<file path="src/rtl/controle_varredura_pkg.sv">
// Shared constants for the multiplexed 7-segment display: digit indices,
// scan FSM state codes and the default position mask.
package pkg_display;

  localparam logic [1:0] DIG_UNID = 2'b00;
  localparam logic [1:0] DIG_APAG = 2'b01;
  localparam logic [1:0] DIG_DEZ  = 2'b10;
  localparam logic [1:0] DIG_EST  = 2'b11;

  localparam logic [1:0] APAGADO   = 2'd0;
  localparam logic [1:0] ATIVO     = 2'd1;
  localparam logic [1:0] DESLIGADO = 2'd2;

  localparam logic [3:0] MASC_PADRAO = 4'b0010;
  localparam logic [3:0] DIG_TODOS_OFF = 4'b1111;

  // Active-low enable pattern with only position idx lit.
  function automatic logic [3:0] digito_ativo(input logic [1:0] idx);
    return ~(4'b0001 << idx);
  endfunction

endpackage

</file>
<file path="src/rtl/controle_varredura_prox_digito.sv">
// Combinational finder for the next unmasked display position, scanning
// circularly upward from the position after the current one.
module prox_digito
  import pkg_display::*;
(
  input  logic [1:0] atual,
  input  logic [3:0] mascara,
  output logic [1:0] proximo,
  output logic       valido
);

  logic [1:0] cand [1:4];
  logic [3:0] livre;

  // Candidate 4 wraps back onto the current position itself.
  for (genvar gi = 1; gi <= 4; gi++) begin : g_cand
    assign cand[gi]     = atual + 2'(gi);
    assign livre[gi-1]  = ~mascara[cand[gi]];
  end

  always_comb begin
    valido = |livre;
    if (livre[0]) begin
      proximo = cand[1];
    end else if (livre[1]) begin
      proximo = cand[2];
    end else if (livre[2]) begin
      proximo = cand[3];
    end else begin
      proximo = cand[4];
    end
  end

endmodule

</file>
<file path="src/rtl/controle_varredura.sv">
// Scan controller for the 4-position multiplexed display: sequences the
// digit mux index and the active-low digit enables with a dead-time gap.
module controle_varredura
  import pkg_display::*;
#(
  parameter int DIV   = 50000,
  parameter int BLANK = 64,
  parameter int CW    = 16
) (
  input  logic       clock,
  input  logic       reset,
  input  logic       habilita,
  input  logic [3:0] mascara,
  output logic [1:0] seletor,
  output logic [3:0] digitos,
  output logic       tick_digito
);

  localparam logic [CW-1:0] FIM_ATIVO   = CW'(DIV - 1);
  localparam logic [CW-1:0] FIM_APAGADO = CW'(BLANK - 1);

  logic [1:0]    estado_q, estado_d;
  logic [CW-1:0] cnt_q, cnt_d;
  logic [1:0]    sel_q, sel_d;
  logic [3:0]    dig_q, dig_d;
  logic          tick_q, tick_d;
  logic [1:0]    prox;
  logic          prox_valido;
  logic          avanca;
  logic          desliga;

  prox_digito u_prox (
    .atual   (sel_q),
    .mascara (mascara),
    .proximo (prox),
    .valido  (prox_valido)
  );

  assign desliga = ~habilita | (&mascara);

  always_comb begin
    estado_d = estado_q;
    cnt_d    = cnt_q;
    sel_d    = sel_q;
    avanca   = 1'b0;
    if (desliga) begin
      estado_d = DESLIGADO;
      cnt_d    = '0;
      if (&mascara) begin
        sel_d = DIG_UNID;
      end
    end else begin
      case (estado_q)
        DESLIGADO: begin
          estado_d = APAGADO;
          cnt_d    = '0;
          // A held position that got masked while off is skipped right away.
          if (mascara[sel_q] && prox_valido) begin
            sel_d = prox;
          end
        end
        ATIVO: begin
          if (mascara[sel_q] || (cnt_q == FIM_ATIVO)) begin
            estado_d = APAGADO;
            cnt_d    = '0;
            avanca   = 1'b1;
            if (prox_valido) begin
              sel_d = prox;
            end
          end else begin
            cnt_d = cnt_q + CW'(1);
          end
        end
        APAGADO: begin
          if (cnt_q == FIM_APAGADO) begin
            estado_d = ATIVO;
            cnt_d    = '0;
          end else begin
            cnt_d = cnt_q + CW'(1);
          end
        end
        default: begin
          estado_d = APAGADO;
          cnt_d    = '0;
        end
      endcase
    end
  end

  // Outputs are registered, so they are derived from the next state; this
  // keeps seletor changes confined to edges where every digit goes dark.
  always_comb begin
    tick_d = avanca | (sel_d != sel_q);
    dig_d  = (estado_d == ATIVO) ? digito_ativo(sel_d) : DIG_TODOS_OFF;
  end

  always_ff @(posedge clock or negedge reset) begin
    if (!reset) begin
      estado_q <= APAGADO;
      cnt_q    <= '0;
      sel_q    <= DIG_UNID;
      dig_q    <= DIG_TODOS_OFF;
      tick_q   <= 1'b0;
    end else begin
      estado_q <= estado_d;
      cnt_q    <= cnt_d;
      sel_q    <= sel_d;
      dig_q    <= dig_d;
      tick_q   <= tick_d;
    end
  end

  assign seletor     = sel_q;
  assign digitos     = dig_q;
  assign tick_digito = tick_q;

endmodule

</file>
<file path="config.mk">
export PLATFORM = sky130hd
export DESIGN_NAME = controle_varredura
export DESIGN_NICKNAME = d
export VERILOG_FILES = /design/src/rtl/controle_varredura_pkg.sv /design/src/rtl/controle_varredura_prox_digito.sv /design/src/rtl/controle_varredura.sv
export SDC_FILE = /design/constraint.sdc
export NUM_CORES = 1
export LEC_CHECK = 0
export ABC_AREA = 1
export CAP_MARGIN = 5
export CORE_AREA = 4 4 89 91
export CTS_BUF_LIST = sky130_fd_sc_hd__clkbuf_4
export DETAILED_ROUTE_END_ITERATION = 10
export DIE_AREA = 0 0 93 95
export PLACE_DENSITY = 0.51
export SKIP_CTS_REPAIR_TIMING = 1
export SLEW_MARGIN = 20
export SYNTH_ARGS = -nofsm -noshare
export SYNTH_HDL_FRONTEND = slang
export SYNTH_SLANG_ARGS = --single-unit
</file>
<file path="constraint.sdc">
create_clock -name clock -period 3 [get_ports clock]
set_input_delay 0.6 -clock clock [delete_from_list [all_inputs] [get_ports clock]]
set_output_delay 0.6 -clock clock [all_outputs]
set_load 0.005 [all_outputs]
</file>
-- Yosys cells after proc, flatten, opt, wreduce, memory -nomap -nowiden
Index checks and enable logic that the tools add are counted.
- flip-flop bits (word level): 25
- bits of input ports: 7
- output and inout bits: 7
- word-level logic and storage cells: 62
- $add $sub $neg: 4
- $lt $le $gt $ge: 4
- equality and inequality tests: 6
- shift-type cells: 1
- muxes and demuxes: 29
- bitwise gates (word level): 8
- reduce and logical (&&, ||, !) cells: 5
- operators with widths (kind ; count):
    2-to-1 mux 16 bit ; 3
    case mux 16 bit (2 select lines) ; 1
    2-to-1 mux 2 bit ; 11
    adder 16 x 1 -> 16 bit, second input constant ; 1
    == test 16 bit, second input constant ; 1
    == test 16 x 6 -> 1 bit, second input constant ; 1
    < comparator 2 x 3 -> 1 bit, second input constant ; 4
    binary-select mux 1 bit (select 2 bit) ; 4
    case mux 2 bit (2 select lines) ; 2
    2-to-1 mux 1 bit ; 7
    inverter 1 bit ; 5
    adder 2 bit, second input constant ; 2
    == test 2 x 1 -> 1 bit, second input constant ; 2
    2-to-1 mux 4 bit ; 1
    inverter 4 bit ; 1
    AND reduction 4 bit ; 1
    OR reduction 4 bit ; 1
    << shifter 1 x 2 -> 4 bit, first input constant ; 1
    adder 2 x 1 -> 2 bit, second input constant ; 1
    == test 2 bit, second input constant ; 1
    zero test 2 bit ; 1
    != test 2 bit ; 1
    OR 1 bit ; 2
    logical AND 1 bit ; 1
    logical OR 1 bit ; 1

-- Longest topological paths before layout
- depth in word-level cells: 13
- depth in mapped cells: 19
- depth with buffers taken out: 18

-- Modules after synthesis
From an unflattened synthesis, not the netlist that was laid out.
- cells, all modules: 229
- area, all modules: 1755.4 µm²
- modules (own cells, without submodules) (module ; times used ; cells each ; area an instance (µm²) ; seq. area each (µm²)):
    controle_varredura ; 1 ; 186 ; 1527.7 ; 630.6
    prox_digito ; 1 ; 43 ; 227.7 ; 0.0

-- Least setup slack after synthesis
No wires, ideal clock.
- path type: input -> register
- from: in mascara[2]
- to: reg tick_q (netlist: tick_digito)
- library setup time: 0.119 ns
- arrival time: 1.674 ns
- required time: 2.881 ns
- slack: 1.207 ns
- stages: 10
- buffers on the path: 0
- cell sequence: nand4_1 -> inv_1 -> nor2_1 -> inv_1 -> a21oi_1 -> nand2_2 -> nand2_4 -> nor2_1 -> nor2_1 -> nand2_1
- word-level cells in the longest chain between the ends: 11
- elaborated cells on any way between the ends: 31
- those cells by class: eq/ne (1); mux (20); bitwise (6); reduce/logical (4)
- RTL lines (element ; RTL line ; text):
    start: declaration ; controle_varredura.sv:13 ; input logic [3:0] mascara,
    binary-select mux 1 bit (select 2 bit) ; controle_varredura_prox_digito.sv:18 ; assign livre[gi-1] = ~mascara[cand[gi]];
    2-to-1 mux 1 bit (not written as such) ; controle_varredura_prox_digito.sv:18 ;
    2-to-1 mux 2 bit ; controle_varredura_prox_digito.sv:27 ; end else if (livre[2]) begin
    2-to-1 mux 2 bit ; controle_varredura_prox_digito.sv:25 ; end else if (livre[1]) begin
    2-to-1 mux 2 bit ; controle_varredura_prox_digito.sv:23 ; if (livre[0]) begin
    2-to-1 mux 2 bit ; controle_varredura.sv:67 ; if (prox_valido) begin
    2-to-1 mux 2 bit ; controle_varredura.sv:63 ; if (mascara[sel_q] || (cnt_q == FIM_ATIVO)) begin
    case mux 2 bit (2 select lines) ; controle_varredura.sv:53 ; case (estado_q)
    2-to-1 mux 2 bit * ; controle_varredura.sv:46 ; if (desliga) begin
    named net sel_d[1] ; controle_varredura.sv:24 ; logic [1:0] sel_q, sel_d;
    != test 2 bit * ; controle_varredura.sv:93 ; tick_d = avanca | (sel_d != sel_q);
    OR 1 bit * ; controle_varredura.sv:93 ;
    named net tick_d ; controle_varredura.sv:26 ; logic tick_q, tick_d;
    end signal: assignment ; controle_varredura.sv:109 ; tick_q <= tick_d;
    end: declaration ; controle_varredura.sv:26 ;
The timed path passes the listed nets; every way through them passes the cells marked *. The select of a mux whose other input is x is not followed.

-- Final worst setup path
- from: in mascara[2]
- to: reg cnt_q[13]
- word-level cells in the longest chain between the ends: 6
- elaborated cells on any way between the ends: 8
- those cells by class: mux (5); bitwise (1); reduce/logical (2)
- RTL lines (element ; RTL line ; text):
    binary-select mux 1 bit (select 2 bit) ; controle_varredura.sv:63 ;
    2-to-1 mux 1 bit (not written as such) ; controle_varredura.sv:63 ;
    logical OR 1 bit ; controle_varredura.sv:63 ;
    2-to-1 mux 16 bit ; controle_varredura.sv:63 ;
    case mux 16 bit (2 select lines) ; controle_varredura.sv:53 ;
    2-to-1 mux 16 bit * ; controle_varredura.sv:46 ;
    named net cnt_d[13] ; controle_varredura.sv:23 ; logic [CW-1:0] cnt_q, cnt_d;
    end signal: assignment ; controle_varredura.sv:106 ; cnt_q <= cnt_d;
    end: declaration ; controle_varredura.sv:23 ;
Marked as above.

==> flow_summary_export.csv <==
group,metric,value,unit
yosys,synth_most_common_cell,"nand2_1",
clocking,cts_tree,"done",
placed_design,io_buffer_count,13,
yosys,yosysWarnings,0,
yosys,ys_seq_area_frac,0.358,
power_and_ir_drop,leakagePower,0.994,nW
route,wire_per_inst,9.85,µm
sta,finalHoldViolCount,0,
power_and_ir_drop,finalPower,0.957,mW
setup_path,crit_chain,"clkdlybuf4s50_1 > nand4_1 > inv_1 > nor2_1 > inv_1 > a21oi_4 > nand2_2 > nor3_2 > o21a_1",
placed_design,place_ws,0.372,ns
setup_path,reg2reg_depth,13,
clocking,clkSinkCount,25,
die,core_area,7140,µm²
route,finalWirelength,3540,µm
clocking,clockBufferDepth,2,
route,dr.pass1.iters,4,
sta,max_slew_margin,0.776,
yosys,synth.area.top_cells,"dfrtp_1, nand2_1, inv_1",
clocking,cts_root_buffer,"clkbuf_4",
yosys,synth_area_per_cell,7.21,µm²
die,row_count,31,
yosys,ys.flop_type,"dfrtp_1",
yosys,synth_top_area_frac,0.299,
final_layout,area.growth.synth_to_final,15.1,%
clocking,ctsHtreeMaxLevel,1,
sta,fmax,442,MHz
yosys,syn_nets,255,
outcome,status,"completed",
job,maxCapViolCount,0,
setup_path,worstPathRequired,3.27,ns
yosys,syn_area,1760,µm²
route,drc,0,
sta,min_period_over_period,0.753,
setup_path,cp_num_buf_inv,3,
setup_path,end_kind,"register",
sta,maxSlewViolCount,0,
setup_path,path_common_cell,"inv_1",
hold_path,hold_depth,1,
hold_path,hp-class,"register to register",
setup_path,crit_family,"simple AND/OR/NAND/NOR gates",
sta,period_needed,2.26,ns
yosys,synth_edf_count,0,
global_routing,grt_use_total,0.0892,
die,io-pin-count,14,
setup_path,cpPeakStageDelay,0.50,ns
global_routing,grt_overflow_total,0,
setup_path,path_class,"input pin to register",
clocking,insertion_delay,0.32,ns
placed_design,hpwl,2770,µm
final_layout,num_antenna_cells,0,
clocking,clk_pin_slew,0.13,ns
yosys,async_flop_share,1.00,
setup_path,crit_arrival,2.53,ns
clocking,numCtsBuffers,3,
route,ant_nets,0,
sta,finalSetupTns,0,ns
die,die_h,95,µm
setup_path,start_kind,"input pin",
yosys,postSynthCellCount,244,
final_layout,drive_gt1_frac,0.169,
global_routing,grt_first_pass_wirelength,6410,µm
yosys,ys_top_cells_by_count,"nand2_1, inv_1, nor2_1",
die,die-width,93,µm
route,via_count,1486,
sta,worst_slack,0.740,ns
sta,finalSetupViolations,0,
global_routing,antenna_found_initial,0,
setup_path,worst-path-stages,9,
setup_path,worst_path_max_delay_cell,"clkdlybuf4s50_1",
sta,rsz0062_at_grt,"false",
final_layout,nets,272,
route,avgViaCountPerCell,4.14,
sta,clock_skew,0.00219,ns
die,die-area,8840,µm²
yosys,synth_top_area_cell,"dfrtp_1",
global_routing,grt_pass1_vias,1425,
sta,tightest_slew,0.335,ns
final_layout,final_util,0.284,
power_and_ir_drop,powerDensity,473,nW/µm²
yosys,ys_ff_latch,25,
power_and_ir_drop,ir_drop,0.241,mV
global_routing,grt_max_degree,26,
yosys,synth_cell_types,29,
die,start_util,0.246,
route,drtIter0Drc,94,
placed_design,gp_congestion,0.758,
setup_path,critPathMaxFanout,16,
-- metrics by stage --
step	area [µm²]	std cells	hold WS, ns
global placement	1990	355	0.455
finish	2020	359	0.478
global route	2020	359	0.496
CTS	2020	359	0.481
detailed placement	1990	355	0.453
floorplan	1760	244	0.304
-- final timing paths --
check	endpoint	from	slack [ns]
worst max-delay path	cnt_q[13]$_DFF_PN0_	mascara[2]	0.74
worst min-delay path	cnt_q[0]$_DFF_PN0_	cnt_q[0]$_DFF_PN0_	0.48
worst max register to register	cnt_q[13]$_DFF_PN0_	seletor[0]$_DFF_PN0_	0.92
worst min register to register	cnt_q[0]$_DFF_PN0_	cnt_q[0]$_DFF_PN0_	0.48
max in group asynchronous	digitos[2]$_DFF_PN1_	reset	2.08
min in group asynchronous	cnt_q[12]$_DFF_PN0_	reset	0.63
-- sequential cells by signal, indices dropped and copies added (netlist names) --
name         count
digitos          4
tick_digito      1
estado_q         2
seletor          2
cnt_q           16
-- cell type report --
class / instances / area (µm²)
sequential: 25 / 631
fill: 792 / 5110
inverter: 38 / 144
clock buffer: 4 / 30.0
tap: 99 / 124
timing repair buffer: 15 / 145
multi-input combinational: 178 / 951
-- layer usage --
layer,up-vias,global-route usage,part of all wire,routed length [µm]
li1,792,-,-,-
met1,665,0.119,0.49,1720
met2,24,0.145,0.47,1680
met3,5,0.0175,0.031,111
met4,0,0.0293,0.0068,24
met5,-,0,0,0
-- cell families after synthesis --
group | Yosys count | share of synthesized area
compound gates | 15 | 0.0562
xor+xnor | 6 | 0.0299
fa+ha+maj | 4 | 0.0285
buf+inv | 41 | 0.101
flops | 25 | 0.358
simple gates | 153 | 0.426
-- power by group --
group	switching [mW]	internal, mW
combinational	0.270	0.153
clock	0.0997	0.0610
sequential	0.0189	0.354
total	0.389	0.568
-- worst register-to-register path, cell delays in order (launching register included) --
cell and delay (ns):
dfrtp_1 0.39, buf_4 0.19, inv_2 0.24, nand2_1 0.11
nand2_1 0.07, nand2_1 0.06, nand2_1 0.08, nand2_2 0.09
clkinv_2 0.07, nand2_4 0.05, a21oi_4 0.13, nand2_2 0.22
nor3_2 0.21, o21a_1 0.13
-- placed cells by master (no fill, tap or decap), types with 5 or more instances in the layout --
cell type	Yosys	layout
a21oi_1	8	8
clkdlybuf4s50_1	0	13
dfrtp_1	21	21
inv_1	33	33
nand2_1	69	69
nand2_2	8	8
nand2_4	5	5
nand3_1	19	19
nand3_2	5	5
nor2_1	27	27
nor2_2	5	5
Power figures use the tool's default switching activity.
